`src/rtl/arb_pkg.sv`:
```
// arb_pkg: shared state encoding and default sizing for the round-robin arbiter.
package arb_pkg;
  typedef enum logic {IDLE, GRANT} arb_state_t;
  localparam int ARB_N = 8;
  localparam int ARB_HOLD_MAX = 16;
endpackage

```
`src/rtl/priority_decoder.sv`:
```
// priority_decoder: index of the lowest set bit of in_vec; valid when any bit is set.
module priority_decoder #(
  parameter int WIDTH = 8
) (
  input  logic [WIDTH-1:0]         in_vec,
  output logic [$clog2(WIDTH)-1:0] idx,
  output logic                     valid
);
  localparam int IW = $clog2(WIDTH);
  always_comb begin
    idx = '0;
    for (int i = WIDTH - 1; i >= 0; i--) idx = in_vec[i] ? IW'(i) : idx;
    valid = |in_vec;
  end
endmodule

```
`src/rtl/rr_arbiter.sv`:
```
// rr_arbiter: round-robin arbiter with registered one-hot grant held while the owner requests.
// Define RR_ARB_TIMEOUT_EN to force-release an owner after HOLD_MAX consecutive grant cycles.
module rr_arbiter
  import arb_pkg::*;
#(
  parameter int N        = ARB_N,
  parameter int HOLD_MAX = ARB_HOLD_MAX
) (
  input  logic                 clk,
  input  logic                 rst_n,
  input  logic [N-1:0]         req,
  output logic [N-1:0]         gnt,
  output logic [$clog2(N)-1:0] gnt_idx,
  output logic                 gnt_valid
);
  localparam int IW = $clog2(N);
  if (N < 2 || (N & (N - 1)) != 0 || HOLD_MAX < 1) begin : g_bad_cfg
    $error("rr_arbiter: N must be a power of two >= 2 and HOLD_MAX >= 1");
  end
  arb_state_t state_q, state_d;
  logic [IW-1:0] owner_q, owner_d, last_q, last_d, pick_ptr, m_idx, u_idx, win_idx;
  logic [N-1:0] gnt_q, gnt_d, owner_bit, pick_req, mask;
  logic m_valid, u_valid, force_rel, rel, take, keep;
  assign owner_bit = {{(N-1){1'b0}}, 1'b1} << owner_q;
`ifdef RR_ARB_TIMEOUT_EN
  localparam int CW = HOLD_MAX > 1 ? $clog2(HOLD_MAX) : 1;
  logic [CW-1:0] cnt_q, cnt_d;
  assign force_rel = state_q == GRANT && req[owner_q] && cnt_q == CW'(HOLD_MAX - 1);
  // Any release that stays in GRANT is an owner change or a re-grant, so it restarts the count.
  assign cnt_d = (state_q != GRANT || state_d != GRANT || rel) ? '0 : cnt_q + 1'b1;
  always_ff @(posedge clk or negedge rst_n) begin
    if (!rst_n) cnt_q <= '0;
    else cnt_q <= cnt_d;
  end
`else
  assign force_rel = 1'b0;
`endif
  always_comb begin
    pick_req = force_rel ? req & ~owner_bit : req;
    pick_ptr = state_q == GRANT ? owner_q : last_q;
    for (int i = 0; i < N; i++) mask[i] = IW'(i) > pick_ptr;
  end
  priority_decoder #(.WIDTH(N)) u_masked (
    .in_vec(pick_req & mask),
    .idx   (m_idx),
    .valid (m_valid)
  );
  priority_decoder #(.WIDTH(N)) u_unmasked (
    .in_vec(pick_req),
    .idx   (u_idx),
    .valid (u_valid)
  );
  always_comb begin
    win_idx = m_valid ? m_idx : u_idx;
    rel     = state_q == GRANT && (!req[owner_q] || force_rel);
    take    = (state_q == IDLE || rel) && u_valid;
    keep    = !take && state_q == GRANT && (!rel || force_rel);
    state_d = (take || keep) ? GRANT : IDLE;
    owner_d = take ? win_idx : (keep ? owner_q : '0);
    last_d  = take ? win_idx : last_q;
    gnt_d   = (take || keep) ? {{(N-1){1'b0}}, 1'b1} << owner_d : '0;
  end
  always_ff @(posedge clk or negedge rst_n) begin
    if (!rst_n) begin
      state_q <= IDLE;
      owner_q <= '0;
      last_q  <= IW'(N - 1);
      gnt_q   <= '0;
    end else begin
      state_q <= state_d;
      owner_q <= owner_d;
      last_q  <= last_d;
      gnt_q   <= gnt_d;
    end
  end
  assign gnt       = gnt_q;
  assign gnt_idx   = owner_q;
  assign gnt_valid = state_q == GRANT;
endmodule

```
`config.mk`:
```
export PLATFORM = sky130hd
export DESIGN_NAME = rr_arbiter
export DESIGN_NICKNAME = d
export VERILOG_FILES = /design/src/rtl/arb_pkg.sv /design/src/rtl/priority_decoder.sv /design/src/rtl/rr_arbiter.sv
export SDC_FILE = /design/constraint.sdc
export NUM_CORES = 1
export LEC_CHECK = 0
export ABC_AREA = 1
export CAP_MARGIN = 20
export CORE_AREA = 2 2 54 56
export CTS_BUF_LIST = sky130_fd_sc_hd__clkbuf_4 sky130_fd_sc_hd__clkbuf_8 sky130_fd_sc_hd__clkbuf_16
export CTS_CLUSTER_SIZE = 10
export DETAILED_ROUTE_END_ITERATION = 10
export DIE_AREA = 0 0 56 58
export PLACE_DENSITY_LB_ADDON = 0.15
export SETUP_SLACK_MARGIN = 0.2
export SYNTH_ARGS = -nofsm -noshare
export SYNTH_HDL_FRONTEND = slang
export SYNTH_HIERARCHICAL = 1
export SYNTH_SLANG_ARGS = --single-unit
```
`constraint.sdc`:
```
create_clock -name clk -period 6.8 [get_ports clk]
set_clock_uncertainty 0.15 [all_clocks]
set_input_delay 1.7 -clock clk [delete_from_list [all_inputs] [get_ports clk]]
set_output_delay 1.7 -clock clk [all_outputs]
set_load 0.01 [all_outputs]
```
Yosys cells after proc, flatten, opt, wreduce, memory -nomap -nowiden. Index checks and enable logic that the tools add are counted.

Register bits: 15. Logic and storage cells: 51. Output and inout port bits: 12. Input port bits: 10.

Multiplexer cells: 24. Order comparisons: 9. Bitwise logic cells: 2. Shifts and indexed selects: 1. Reductions and logical operators: 11.

Operators with widths (count): 3-bit 2-to-1 mux (20); 8-bit OR reduction (2); 3-bit greater-than comparator (first input constant) (4); 8-bit AND (1); 8-bit 2-to-1 mux (1); 1-bit by 3-bit left shift with 8-bit output (first input constant) (1); 1-bit by 3-bit greater-than comparator with 1-bit output (first input constant) (2); 2-bit by 3-bit greater-than comparator with 1-bit output (first input constant) (2); 1-bit logical AND (4); 3-bit by 4-bit < comparator with 1-bit output (second input constant) (1); 1-bit binary-select mux with 3-bit select (1); 1-bit logical NOT (3); 1-bit logical OR (2); 1-bit 2-to-1 mux (2); 1-bit inverter (1).

Logic depth before layout (Yosys ltp). Gate-level depths: netlist of run 1.

Word-level depth: 15. Gate-level depth with buffers: 19. Depth with buffers taken out: 19.

Cells and area by module. Netlist of run 1, hierarchy kept.

By module, submodules not included: rr_arbiter (cells an instance 99, area an instance 819.5 um^2, instances 1, sequential area each 379.1 um^2); priority_decoder (cells an instance 22, area an instance 98.8 um^2, instances 2, sequential area each 0.0 um^2).

Least setup slack after synthesis of run 1. Ideal clock, no wire load.

Path type: input to register. Start point: input port req[3]. End point: register gnt_q[0], in the netlist gnt[0]. Arrival: 2.901 ns. Path slack: 3.677 ns. Required time: 6.579 ns. Stages on the path: 12. Path through: inv_1 a211oi_1 inv_1 nand4_1 inv_1 nand2_1 mux2_2 nand3_2 nand2_4 inv_2 nand2_2 nor2_1.

Elaborated cells between the ends (all ways): 27. Classes of those cells: shift (1); mux (14); bitwise (1); reduce/logical (11).

RTL lines: start: declaration (RTL line rr_arbiter.sv:11) `input logic [N-1:0] req,`; 8-bit AND (RTL line rr_arbiter.sv:44) `.in_vec(pick_req & mask),`; 8-bit OR reduction (RTL line priority_decoder.sv:13) `valid = |in_vec;`; net m_valid (RTL line rr_arbiter.sv:23) `logic m_valid, u_valid, force_rel, rel, take, keep;`; 3-bit 2-to-1 mux (RTL line rr_arbiter.sv:54) `win_idx = m_valid ? m_idx : u_idx;`; 3-bit 2-to-1 mux (RTL line rr_arbiter.sv:59) `owner_d = take ? win_idx : (keep ? owner_q : '0);`; net owner_d[0] (RTL line rr_arbiter.sv:21) `logic [IW-1:0] owner_q, owner_d, last_q, last_d, pick_ptr, m_idx, u_idx, win_idx;`; 1-bit by 3-bit left shift with 8-bit output (RTL line rr_arbiter.sv:61) `gnt_d = (take || keep) ? {{(N-1){1'b0}}, 1'b1} << owner_d : '0;`; 8-bit 2-to-1 mux (RTL line rr_arbiter.sv:61); net gnt_d[0] (RTL line rr_arbiter.sv:22) `logic [N-1:0] gnt_q, gnt_d, owner_bit, pick_req, mask;`; end signal: assignment (RTL line rr_arbiter.sv:73) `gnt_q <= gnt_d;`; end: declaration (RTL line rr_arbiter.sv:22).

The timed path passes the listed nets, and every way through them passes these cells. The select of a mux whose other input is x is not followed. A chain may end at the register's enable or synchronous reset.

Worst setup path after layout of run 1. Ends and elaborated chain as after synthesis.

==> out/qor.csv, run 1 <==
metric,value,unit
outcome,completed,
Worst EP arrival,3.55,ns
post-DP HPWL,1814,microns
Slew HR,57.57,%
#FFs+latches synth,15,
row count,19,
Startpoint Class,input port,
RSZ-0062 raised after global routing,no,
Area Growth Syn to Fin,27.80,%
Psw,0.2234,mW
sequential share of the synthesized area,37.27,%
Final nets,180,
CP required,6.86,ns
max_cap viols,0,
Synth top area share,29.52,%
number of DRC markers in iteration 0,28,
Setup crit end kind,flop,
DP Cell Count,196,
# setup viols final,0,
Post-CTS Setup Inserts,0,
leakage,0.6821,nW
Initial Utilization,38.20,%
post-cts resize count,0,
Power per Cell Area,384.6,nW/um^2
Worst path max stage delay,0.48,ns
"most common cell after layout, fill and taps aside",nand2_1,
sw frac,44.69,%
Sink Count,15,
Tightest Pin Transition,0.6345,ns
Yosys top cell by area,dfrtp_1,
design area,1300,sq um
Max Slew Vio Count,0,
GRT Util Overall,14.76,%
largest net degree at the start of global routing,16,
Crit Path Category,in -> reg,
post-DR wirelength/cell,10.60,microns
Worst-path clk slew,0.08,ns
Die Ht,58,microns
total wire length,2119,microns
design internal power,0.2765,mW
H-Tree Depth,1,
share of power burned in registers,30.3,%
Yosys warning count,6,
"Slowest-stage cell, CP",clkdlybuf4s50_1,
Cell variety after synth,23,
share of cells above drive strength 1,18.34,%
fin crit share,51.28,%
total CTS buffers,3,
CTS max path bufs,2,
total negative slack,0,ns
synth top area cells,"dfrtp_1, nand2_1, inv_1, dfstp_2, nand3_2",
Worst-Skew Late Latency,0.27,ns
antenna-violating nets left,0,
clock share of power,10.4,%
Fin. Hold Viols,0,
DR pass1 iterations,4,
cell mode on critical path,inv_1,
Area after DPL,1270,sq um
# diodes,0,
mean area per synthesized cell,7.113,sq um
synthesized netlist cell count,143,
hold buffers post-CTS,0,
io pins,22,
number of remaining DRC errors,0,
Fillers,274,
CP top delay family,buffers and inverters,
most frequent cells in the layout,"nand2_1, inv_1, clkdlybuf4s50_1",
Hold Crit Class,reg -> reg,
vias in the first global route,884,
chip width,56,microns
Max IR drop VDD,0.2849,mV
multi-input logic area,514.2,sq um
first-pass GRT wire length,3864,microns
Vias,924,
combinational fraction of design power,59.3,%
port buffer count,21,
CTS tree,built,
Buffers & Inverters on Critical Path,5,
maximum fanout along the worst path,4,
die area,3248,sq um
Period minus WS final,3.487,ns
gr ovfl total,0,
CP cell instances,"clkdlybuf4s50_1, inv_1, a211oi_1, inv_1, nand4_1, inv_1, nand2_1, mux2_2, nand3_2, nand2_4, inv_2, nand2_2, nor2_1",
Placer Congestion,0.8841,
initial antenna violation count,0,
Via-to-Cell Ratio,4.620,
Root Driver,clkbuf_4,
Max Freq,286.8,MHz
core area,2663,sq um
register area,379.1,sq um
Post-Syn Area,1017,sq um
post-route insts no fill,200,
-- cell type report --
type | count | share of cell area (%)
Tap cell | 31 | 2.984
Timing Repair Buffer | 21 | 16.17
Multi-Input combinational cell | 95 | 39.56
Inverter | 34 | 9.817
Clock buffer | 4 | 2.310
Sequential cell | 15 | 29.16
-- metrics by stage --
| stage | util, % | hold slack [ns] | total power [mW] | setup WS (ns) |
|---|---|---|---|---|
| 3_3_place_gp | 47.70 | 0.3334 | 0.4523 | 3.023 |
| 4_1_cts | 48.83 | 0.3517 | 0.5075 | 3.309 |
| 3_5_place_dp | 47.70 | 0.3378 | 0.4543 | 3.019 |
| 5_1_grt | 48.83 | 0.3702 | 0.5529 | 3.076 |
| 2_1_floorplan | - | 0.3039 | 0.3578 | 3.677 |
| 6_report | 48.83 | 0.3466 | 0.4999 | 3.313 |
-- worst reg2reg max path, stage by stage (launching register included) --
cell and delay (ns):
dfstp_2 0.53, inv_1 0.04, o21ai_0 0.40, nand2_1 0.13, inv_1 0.10, nand2_1 0.05
nand2_1 0.07, inv_1 0.05, or2_1 0.23, nor3_2 0.15, nand2_1 0.14, mux2_2 0.30
nand3_2 0.11, nand2_4 0.08, inv_2 0.07, nand2_2 0.05, nor2_1 0.08
-- worst paths after layout --
path / from / to / slack, ns / cells past startpoint
worst min-delay path: last_q[1]$_DFFE_PN1N_ / last_q[1]$_DFFE_PN1N_ / 0.35 / 2
worst max register to register: last_q[2]$_DFFE_PN1N_ / gnt[0]$_DFF_PN0_ / 4.02 / 16
max in group asynchronous: rst_n / gnt_idx[2]$_DFF_PN0_ / 4.43 / 1
worst max-delay path: req[3] / gnt[0]$_DFF_PN0_ / 3.31 / 13
worst min register to register: last_q[1]$_DFFE_PN1N_ / last_q[1]$_DFFE_PN1N_ / 0.35 / 2
min in group asynchronous: rst_n / gnt_valid$_DFF_PN0_ / 1.66 / 1
-- power groups by stage --
stage | clock [mW] | sequential, mW | combinational (mW)
2_1_floorplan | 0 | 0.160 | 0.198
4_1_cts | 0.0539 | 0.153 | 0.300
6_report | 0.0519 | 0.152 | 0.296
3_5_place_dp | 0 | 0.155 | 0.299
3_3_place_gp | 0 | 0.154 | 0.299
5_1_grt | 0.0579 | 0.157 | 0.338
-- layer usage --
metal / share of wire (%) / track usage (%)
met1: 48 / 19.94
met2: 49 / 25.88
met3: 3.0 / 2.902
met4: 0 / 1.020
met5: 0 / 0
-- synthesized netlist by cell type --
cell,n
a211oi_1,1
a21oi_1,3
a31oi_1,2
conb_1,1
dfrtp_1,12
dfstp_2,3
inv_1,30
inv_2,4
mux2_2,3
nand2_1,36
nand2_2,5
nand2_4,3
nand3_1,6
nand3_2,5
nand3b_2,1
nand4_1,2
nor2_1,13
nor2_4,1
nor3_1,1
nor3_2,2
o21ai_0,3
o21ai_1,3
or2_1,3
-- kinds of logic (layout without fill, tap and decap cells) --
family,Yosys count,in the layout,share of synthesized area (%)
AO/OA/AOI/OAI,12,12,6.395
multiplexers,3,3,3.321
buffers and inverters,34,59,12.55
AND/OR/NAND/NOR,78,78,40.10
other,1,2,0.3686
flip-flops,15,15,37.27
-- sequential cells by signal, summed over array words and instances (netlist names) --
signal,flops
gnt,8
gnt_valid,1
last_q,3
gnt_idx,3
Power figures use the tool's default switching activity.
==> run 2: changes to the inputs <==
Clock period 6.8 ns to 3.25 ns, I/O delays scaled along.
==> out/qor.csv, run 2 (synthesized netlist as in run 1, its figures left out) <==
metric,value,unit
outcome,completed,
Period minus WS final,2.628,ns
fin crit share,80.85,%
gr ovfl total,0,
Max Freq,380.6,MHz
post-DR wirelength/cell,10.60,microns
Post-CTS Setup Inserts,0,
CP required,3.31,ns
M3 GR Usage,2.902,%
number of remaining DRC errors,0,
largest net degree at the start of global routing,16,
Setup crit end kind,flop,
total negative slack,0,ns
antenna-violating nets left,0,
Final Util,48.83,%
max_cap viols,0,
Largest register FFs,8,
Sink Count,15,
hold buffers post-CTS,0,
core area,2663,sq um
Startpoint Class,flop,
port buffer count,21,
Via-to-Cell Ratio,4.620,
Tightest Pin Transition,0.6345,ns
worst reg-to-reg path cell count,16,
first-pass GRT wire length,3864,microns
# diodes,0,
Max IR drop VDD,0.5961,mV
Worst-Skew Late Latency,0.27,ns
row count,19,
Max Slew Vio Count,0,
Hold Path Cell Cnt,2,
Die Ht,58,microns
Post-Place Worst Slack,0.3569,ns
Crit Path Category,reg -> reg,
most frequent cells in the layout,"nand2_1, inv_1, clkdlybuf4s50_1",
GRT Util Overall,14.76,%
post-DP HPWL,1814,microns
H-Tree Depth,1,
DR pass1 iterations,4,
RSZ-0062 raised after global routing,no,
leakage,0.6819,nW
Initial Utilization,38.20,%
Hold Crit Class,reg -> reg,
Final nets,180,
Worst-path clk slew,0.08,ns
number of DRC markers in iteration 0,28,
met1 Use GR,19.94,%
Worst EP arrival,2.69,ns
post-cts resize count,0,
total wire length,2119,microns
Power per Cell Area,805.6,nW/um^2
die area,3248,sq um
Vias,924,
maximum fanout along the worst path,5,
Area Growth Syn to Fin,27.80,%
CTS tree,built,
"most common cell after layout, fill and taps aside",nand2_1,
chip width,56,microns
met2 Track Usage GR,25.88,%
Placer Congestion,0.8841,
share of cells above drive strength 1,18.34,%
CTS max path bufs,2,
fin worst setup slack,0.6225,ns
GR peak layer,met2,
# setup viols final,0,
total CTS buffers,3,
Slew HR,57.57,%
Fin. Hold Viols,0,
io pins,22,
Root Driver,clkbuf_4,
vias in the first global route,884,
initial antenna violation count,0,
## run 2: routing by layer
layer  up-vias  part of all wire (%)
met5         -                     0
met4         0                     0
met3         0                   3.0
met2        14                    49
met1       423                    48
li1        487                     -
## run 2: report_power, final
part / internal [mW] / leakage, nW / total (mW) / switching, mW
registers: 0.266 / 0.189 / 0.317 / 0.0518
clock network: 0.0559 / 0.0184 / 0.109 / 0.0527
logic: 0.258 / 0.475 / 0.621 / 0.364
total: 0.579 / 0.682 / 1.05 / 0.468
## run 2: layout make-up
cell class	instances	area (sq um)
Fill cell	274	1363
Tap cell	31	38.79
Clock buffer	4	30.03
Inverter	34	127.6
Multi-Input combinational cell	95	514.2
Sequential cell	15	379.1
Timing Repair Buffer	21	210.2
## run 2: final timing paths
kind,start,to,slack [ns]
worst min register to register,last_q[1]$_DFFE_PN1N_,last_q[1]$_DFFE_PN1N_,0.35
worst max register to register,last_q[2]$_DFFE_PN1N_,gnt[0]$_DFF_PN0_,0.62
max in group asynchronous,rst_n,gnt_idx[2]$_DFF_PN0_,1.76
worst max-delay path,last_q[2]$_DFFE_PN1N_,gnt[0]$_DFF_PN0_,0.62
worst min-delay path,last_q[1]$_DFFE_PN1N_,last_q[1]$_DFFE_PN1N_,0.35
min in group asynchronous,rst_n,gnt_valid$_DFF_PN0_,0.78
## run 2: stage by stage
step | instance area [sq um] | instances | hold WS (ns) | power [mW]
detailed placement | 1270 | 196 | 0.3378 | 0.9506
finish | 1300 | 200 | 0.3466 | 1.047
CTS | 1300 | 200 | 0.3517 | 1.062
floorplan | 1021 | 144 | 0.3039 | 0.7487
global route | 1300 | 200 | 0.3702 | 1.158
global placement | 1270 | 196 | 0.3334 | 0.9463
## run 2: worst max-delay path: stages (launching register included)
cell     delay (ns)
dfstp_2        0.53
inv_1          0.05
o21ai_1        0.28
nand2_1        0.12
inv_1          0.08
nand2_1        0.05
nand2_1        0.07
inv_1          0.05
or2_1          0.23
nor3_2         0.15
nand2_1        0.14
mux2_2         0.30
nand3_2        0.11
nand2_4        0.08
inv_2          0.07
nand2_2        0.05
nor2_1         0.08
==> run 3: changes to the inputs <==
Clock period 3.25 ns to 2.1 ns, I/O delays scaled along.
==> out/qor.csv, run 3 (synthesized netlist as in run 1, its figures left out) <==
metric,value,unit
outcome,"complete, but fails checks",
failing checks,setup timing,
total CTS buffers,3,
Final nets,212,
share of cells above drive strength 1,38.81,%
fin worst setup slack,-0.3355,ns
DP Cell Count,220,
Power per Cell Area,1275,nW/um^2
GR peak layer,met2,
Vias,1024,
# diodes,0,
Initial Utilization,38.20,%
core area,2663,sq um
GRT Util Overall,17.24,%
Worst EP arrival,2.46,ns
io pins,22,
"Slowest-stage cell, CP",dfstp_2,
Root Driver,clkbuf_4,
maximum fanout along the worst path,5,
CP top delay family,simple AND/OR/NAND/NOR gates,
number of remaining DRC errors,0,
Worst path max stage delay,0.54,ns
post-DR wirelength/cell,10.98,microns
number of DRC markers in iteration 0,11,
Hold Crit Class,in -> async,
H-Tree Depth,1,
Via-to-Cell Ratio,4.414,
CP required,2.12,ns
Buffers & Inverters on Critical Path,5,
total wire length,2548,microns
RSZ-0062 raised after global routing,yes,
worst hold slack,0.3985,ns
gr ovfl total,0,
vias in the first global route,1037,
Max IR drop VDD,0.9884,mV
max_cap viols,0,
Final Util,60.39,%
Sink Count,15,
chip width,56,microns
CP cell instances,"inv_2, o21ai_2, nand2_1, inv_1, nand2_1, nand2_1, inv_2, or2_4, nor3_4, buf_4, nor2_1, mux2_2, nand3_4, nand2_4, inv_4, nor2_1",
first-pass GRT wire length,4402,microns
met2 Track Usage GR,29.24,%
die area,3248,sq um
Max Slew Vio Count,0,
Worst-path clk slew,0.09,ns
largest net degree at the start of global routing,16,
cell mode on critical path,nand2_1,
M3 GR Usage,4.911,%
Fin. Hold Viols,0,
post-route insts no fill,232,
Max Freq,410.6,MHz
Post-Place Worst Slack,-0.4889,ns
leakage,0.8987,nW
fin crit share,116.0,%
Crit Path Category,reg -> reg,
Setup crit end kind,flop,
row count,19,
Area Growth Syn to Fin,58.06,%
CTS tree,built,
most frequent cells in the layout,"nand2_1, buf_4, inv_1",
Startpoint Class,flop,
met1 Use GR,22.41,%
"most common cell after layout, fill and taps aside",nand2_1,
port buffer count,21,
# setup viols final,14,
Largest register FFs,8,
DR pass1 iterations,4,
post-DP HPWL,2045,microns
antenna-violating nets left,0,
Period minus WS final,2.436,ns
Die Ht,58,microns
Worst-Skew Late Latency,0.28,ns
Placer Congestion,0.8032,
CTS max path bufs,2,
initial antenna violation count,0,
[run 3: cell count changes in the layout (fill, tap and decap cells not counted), sizes merged]
cell	delta
clkdlybuf4s50	-7
buf	+33
dlymetal6s2s	+3
dlygate4sd2	+3
clkbuf	-1
clkinv	+1
[run 3: timing repair]
| item | CTS | global route |
|---|---|---|
| setup endpoints to repair | 18 | 16 |
| setup buffers | 8 | 0 |
| gates resized for setup | 19 | 12 |
| gates cloned | 0 | 0 |
| hold buffers | 0 | 0 |
| pin swaps | 1 | 6 |
[run 3: power breakdown]
group	total (mW)	internal, mW	switching [mW]	leakage [nW]
registers	0.468	0.413	0.0550	0.188
logic	1.42	0.666	0.757	0.693
clock network	0.159	0.0706	0.0879	0.0177
[run 3: stage by stage]
step | instance area, sq um | total power [mW] | TNS, ns
floorplan | 1025 | 1.170 | -1.590
global placement | 1454 | 1.691 | -5.681
detailed placement | 1454 | 1.718 | -5.869
CTS | 1567 | 2.005 | -4.807
global route | 1608 | 2.234 | -5.961
finish | 1608 | 2.050 | -4.010
[run 3: worst paths after layout]
check | start | slack, ns | cells after the start | to
max in group asynchronous | rst_n | 1.16 | 2 | last_q[0]$_DFFE_PN1N_
max | last_q[2]$_DFFE_PN1N_ | -0.34 | 16 | gnt[7]$_DFF_PN0_
min in group clk | last_q[2]$_DFFE_PN1N_ | 0.42 | 3 | last_q[2]$_DFFE_PN1N_
min | rst_n | 0.40 | 2 | gnt[0]$_DFF_PN0_
min reg2reg | last_q[2]$_DFFE_PN1N_ | 0.42 | 3 | last_q[2]$_DFFE_PN1N_
max reg2reg | last_q[2]$_DFFE_PN1N_ | -0.34 | 16 | gnt[7]$_DFF_PN0_
[run 3: area by class of cell]
class,count,area [sq um]
fillers,239,1055
inverters,34,132.6
clock inverters,1,5.005
clock buffers,3,22.52
well taps,31,38.79
multi-input cells,95,579.3
repair buffers,53,449.2
flip-flops and latches,15,380.4
[run 3: routing by layer]
| layer | vias up | routed length (microns) |
|---|---|---|
| met5 | - | 0 |
| met4 | 0 | 15 |
| met3 | 2 | 87 |
| met2 | 16 | 1265 |
| met1 | 455 | 1180 |
| li1 | 551 | - |
==> edit 1 (settings of run 3) <==
Add a define of `RR_ARB_TIMEOUT_EN`.
--- a/src/rtl/rr_arbiter.sv
+++ b/src/rtl/rr_arbiter.sv
@@ -2,2 +2,4 @@
 // Define RR_ARB_TIMEOUT_EN to force-release an owner after HOLD_MAX consecutive grant cycles.
+`define RR_ARB_TIMEOUT_EN
+
 module rr_arbiter
Behaviour: no difference found for any inputs over 10 cycles, from zero or initial values and one cycle with rst_n low; that may be too few to reach the edited logic, so the function may still have changed.
==> edit 1 against run 3 <==
- the flow still finishes with violations (setup timing)
- synthesized cell count increased by 29%
- worst setup slack worse by 470 ps
- routed wire length up 52%
- die area did not move
- count of clock-buffer cells in the layout is the same
- area after synthesis increased by 33%
- sequential cell count rose by 4
- total power is 16% higher
- cell count is 24% higher
- final area grew 29%
- non-clock buffer count rose by 16
- critical endpoint is now gnt[0]$_DFF_PN0_
- largest cell class unchanged
- largest power group unchanged
==> edit 1: results (changes against run 3) <==
{
  "sta": {
    "setup-violations-final": {"value": 15, "change": "was 14"},
    "timing.final.ws_setup": {"value": -805, "unit": "ps", "change": "was -336 ps"},
    "fin_worst_hold_slack": {"value": 335, "unit": "ps", "change": "was 398 ps"}
  },
  "outcome": {
    "failed_checks": {"value": "setup timing", "change": "unchanged"},
    "run_status": {"value": "finished with violations", "change": "unchanged"}
  },
  "critical_path": {
    "worst_r2r_startpoint": {"value": "gnt_idx[0]$_DFF_PN0_", "change": "was last_q[2]$_DFFE_PN1N_"},
    "regToRegEndpoint": {"value": "gnt[0]$_DFF_PN0_", "change": "was gnt[7]$_DFF_PN0_"},
    "worstPathMaxFanout": {"value": 7, "change": "was 5"},
    "cp_data_arrival_time": {"value": 2970, "unit": "ps", "change": "was 2460 ps"}
  },
  "global_routing": {
    "grt_pass1_wl": {"value": 6180, "unit": "um", "change": "was 4400 um"},
    "grt_max_degree": {"value": 20, "change": "was 16"},
    "gr-usage-met3": {"value": 2.46, "unit": "%", "change": "was 4.91%"},
    "gr-usage-met2": {"value": 45.5, "unit": "%", "change": "was 29.2%"},
    "first_global_vias": {"value": 1462, "change": "was 1037"}
  },
  "drt": {
    "met2_length": {"value": 2100, "unit": "um", "change": "was 1270 um"},
    "total_routed_wire_length_on_the_met1_layer": {"value": 1470, "unit": "um", "change": "was 1180 um"},
    "total_met3_wirelength_after_detailed_routing": {"value": 161, "unit": "um", "change": "was 87 um"},
    "detail_route.iter0.violations": {"value": 94, "change": "was 11"}
  },
  "logic_synthesis": {
    "synth_top_cells_by_area": {"value": "dfrtp_1 (30%), nand2_1 (12%), inv_1 (9.5%)", "change": "was dfrtp_1 (30%), nand2_1 (13%), inv_1 (11%)"},
    "synth.yosys.seq_area_share": {"value": 35.5, "unit": "%", "change": "was 37.3%"},
    "netlist-cell-type-count": {"value": 30, "change": "was 23"}
  },
  "final_layout": {
    "final_cell_count_no_fill": {"value": 288, "change": "was 232"},
    "share_of_layout_cells_above_drive_strength_1": {"value": 39.3, "unit": "%", "change": "was 38.8%"}
  },
  "cts": {
    "clkTransAtPathRegs": {"value": 110, "unit": "ps", "change": "was 90 ps"},
    "post-cts-setup-buffers": {"value": 9, "change": "was 8"}
  },
  "place": {
    "placed_cell_area": {"value": 0.00186, "unit": "mm^2", "change": "was 0.00145 mm^2"},
    "pre_cts_slack": {"value": -1190, "unit": "ps", "change": "was -489 ps"}
  },
  "min_path": {
    "hold_path_class": {"value": "reg -> reg", "change": "was in -> async"}
  }
}
edit 1: cell families (layout without fill, tap and decap cells):
logic type,count (synthesis),after routing,share of synthesized area [%]
AOI/OAI and AO/OA,25,25,11.6
xor gates and xnor gates,2,2,1.30
adders and majority gates,1,1,0.927
buffers and inverters,40,111,11.7
DFF,19,19,35.5
muxes,3,3,2.50
other,1,2,0.278
and+or+nand+nor,94,94,36.2
edit 1: power by group:
part	leakage [nW]	total [mW]	internal [mW]	switching (mW)
sequential	0.238	0.561	0.494	0.0673
clock	0.0177	0.174	0.0707	0.104
combinational	0.865	1.64	0.742	0.893
total	1.12	2.37	1.31	1.06
edit 1: cell type report:
class	count	area, um^2
fillers	183	594
flip-flops and latches	19	482
clock inverters	1	5.00
inverters	38	155
multi-input cells	127	802
clock buffers	3	22.5
repair buffers	69	563
well taps	31	38.8
==> edit 2 (settings of run 3) <==
Made on the original files. Change the package constant `ARB_N` from 8 to 4.
--- a/src/rtl/arb_pkg.sv
+++ b/src/rtl/arb_pkg.sv
@@ -3,3 +3,3 @@
   typedef enum logic {IDLE, GRANT} arb_state_t;
-  localparam int ARB_N = 8;
+  localparam int ARB_N = 4;
   localparam int ARB_HOLD_MAX = 16;
Ports: changed (resized gnt, gnt_idx and req); port bits go from 22 to 13. No check against the original RTL was run, so the function may have changed too.
==> edit 2 against run 3 <==
- routed wire length fell by 50%
- worst setup slack improved by 570 ps
- final area fell by 46%
- combinational power fell by 60%
- via count fell by 49%
- first-iteration DRC count fell by 36%
- sequential power fell by 41%
- clock power fell by 11%
- sequential cell count fell by 6
- area after synthesis fell by 44%
- total power fell by 52%
- largest power group unchanged
==> edit 2: results (changes against run 3) <==
{
  "outcome": {
    "run_status": {"value": "complete, no violations", "change": "was finished with violations"}
  },
  "global_routing": {
    "groute.usage.overall": {"value": 8.29, "unit": "%", "change": "was 17.2%"},
    "grt_pass1_wl": {"value": 2110, "unit": "um", "change": "was 4400 um"},
    "grt_max_degree": {"value": 10, "change": "was 16"},
    "first_global_vias": {"value": 501, "change": "was 1037"}
  },
  "critical_path": {
    "cp_data_arrival_time": {"value": 1910, "unit": "ps", "change": "was 2460 ps"},
    "worstPathMaxFanout": {"value": 4, "change": "was 5"},
    "critPathMaxStageDelay": {"value": 520, "unit": "ps", "change": "was 540 ps"}
  },
  "place": {
    "port_buffers": {"value": 12, "change": "was 21"},
    "pre_cts_slack": {"value": -117, "unit": "ps", "change": "was -489 ps"},
    "dp_cells": {"value": 122, "change": "was 220"},
    "dp_hpwl": {"value": 965, "unit": "um", "change": "was 2050 um"},
    "gpl.final_weighted_congestion": {"value": 0.644, "change": "was 0.803"}
  },
  "final_layout": {
    "share_of_layout_cells_above_drive_strength_1": {"value": 48.5, "unit": "%", "change": "was 38.8%"},
    "nets": {"value": 104, "change": "was 212"},
    "fillers": {"value": 294, "change": "was 239"},
    "largest_reg_flops": {"value": 4, "change": "was 8"}
  },
  "logic_synthesis": {
    "synthesis.instances": {"value": 73, "change": "was 143"},
    "synth.yosys.seq_area_share": {"value": 39.9, "unit": "%", "change": "was 37.3%"},
    "mux_contribution_to_synthesized_area": {"value": 0, "unit": "%", "change": "was 3.32%"},
    "most_used_standard_cells_in_the_synthesized_netlist": {"value": "inv_1 (13), nand2_1 (13), dfrtp_1 (7), inv_2 (7), nand3_2 (5)", "change": "was nand2_1 (36), inv_1 (30), nor2_1 (13), dfrtp_1 (12), nand3_1 (6)"},
    "netlist-cell-type-count": {"value": 18, "change": "was 23"},
    "post_synthesis_compound_gate_area_fraction": {"value": 12.7, "unit": "%", "change": "was 6.40%"},
    "xor_and_xnor_fraction_of_the_mapped_netlist_area": {"value": 0, "unit": "%", "change": "unchanged"}
  },
  "drt": {
    "detail_route.iter0.violations": {"value": 7, "change": "was 11"},
    "route.detailed.vias_per_inst": {"value": 4.11, "change": "was 4.41"},
    "dr.pass1.iters": {"value": 6, "change": "was 4"},
    "avgRoutedWirePerCell": {"value": 10.0, "unit": "um", "change": "was 11.0 um"},
    "via_count": {"value": 526, "change": "was 1024"}
  },
  "cts": {
    "post-cts-setup-buffers": {"value": 1, "change": "was 8"},
    "clk-insertion-delay-late": {"value": 250, "unit": "ps", "change": "was 280 ps"},
    "post_cts_sizing_count": {"value": 12, "change": "was 19"},
    "clkTransAtPathRegs": {"value": 60, "unit": "ps", "change": "was 90 ps"}
  },
  "min_path": {
    "hold_path_class": {"value": "reg -> reg", "change": "was in -> async"}
  },
  "power_and_ir_drop": {
    "leakage": {"value": 0.433, "unit": "nW", "change": "was 0.899 nW"},
    "peak_supply_drop": {"value": 0.524, "unit": "mV", "change": "was 0.988 mV"}
  }
}
edit 2: cell count changes after synthesis, moves of 4 or more:
cell and delta:
nand3_1 -5, a21oi_2 +4, dfrtp_1 -5, nand2_1 -23
nor2_1 -11, inv_1 -17
edit 2: final cells by class:
| class | instances | area, um^2 | share of cell area, % |
|---|---|---|---|
| inverter | 20 | 75.1 | 8.65 |
| timing repair buffer | 19 | 173 | 19.9 |
| clock buffer | 4 | 30.0 | 3.46 |
| tap | 31 | 38.8 | 4.47 |
| multi-input combinational | 45 | 323 | 37.2 |
| sequential | 9 | 229 | 26.4 |
edit 2: metal layers:
layer  vias up  share of wire, %  wire, um  GRT usage [%]
met5         -                 0         0              0
met4         0              0.63         8           4.08
met3         2               4.0        51           2.01
met2        11                49       624           13.4
met1       239                46       595           10.4
li1        274                 -         -              -
edit 2: path summary, 6_finish.rpt:
path,start,end,slack [ps],cells past startpoint
max,last_q[1]$_DFFE_PN1N_,gnt[1]$_DFF_PN0_,230,10
min,last_q[1]$_DFFE_PN1N_,last_q[1]$_DFFE_PN1N_,360,2
max reg2reg,last_q[1]$_DFFE_PN1N_,gnt[1]$_DFF_PN0_,230,10
min reg2reg,last_q[1]$_DFFE_PN1N_,last_q[1]$_DFFE_PN1N_,360,2
max in group asynchronous,rst_n,last_q[1]$_DFFE_PN1N_,1070,1
min in group asynchronous,rst_n,gnt[3]$_DFF_PN0_,410,1
edit 2: power by group:
group          switching, mW  internal (mW)  total, mW
Sequential            0.0237          0.253      0.277
Combinational          0.337          0.234      0.571
Clock                 0.0552         0.0858      0.141
Total                  0.416          0.573      0.988
edit 2: metrics by stage:
step                setup TNS, ps  hold WS (ps)  area (um^2)
global placement             -426           345          771
detailed placement           -550           336          771
CTS                             0           368          821
finish                          0           362          868
global route                    0           381          868
floorplan                       0          79.4          574
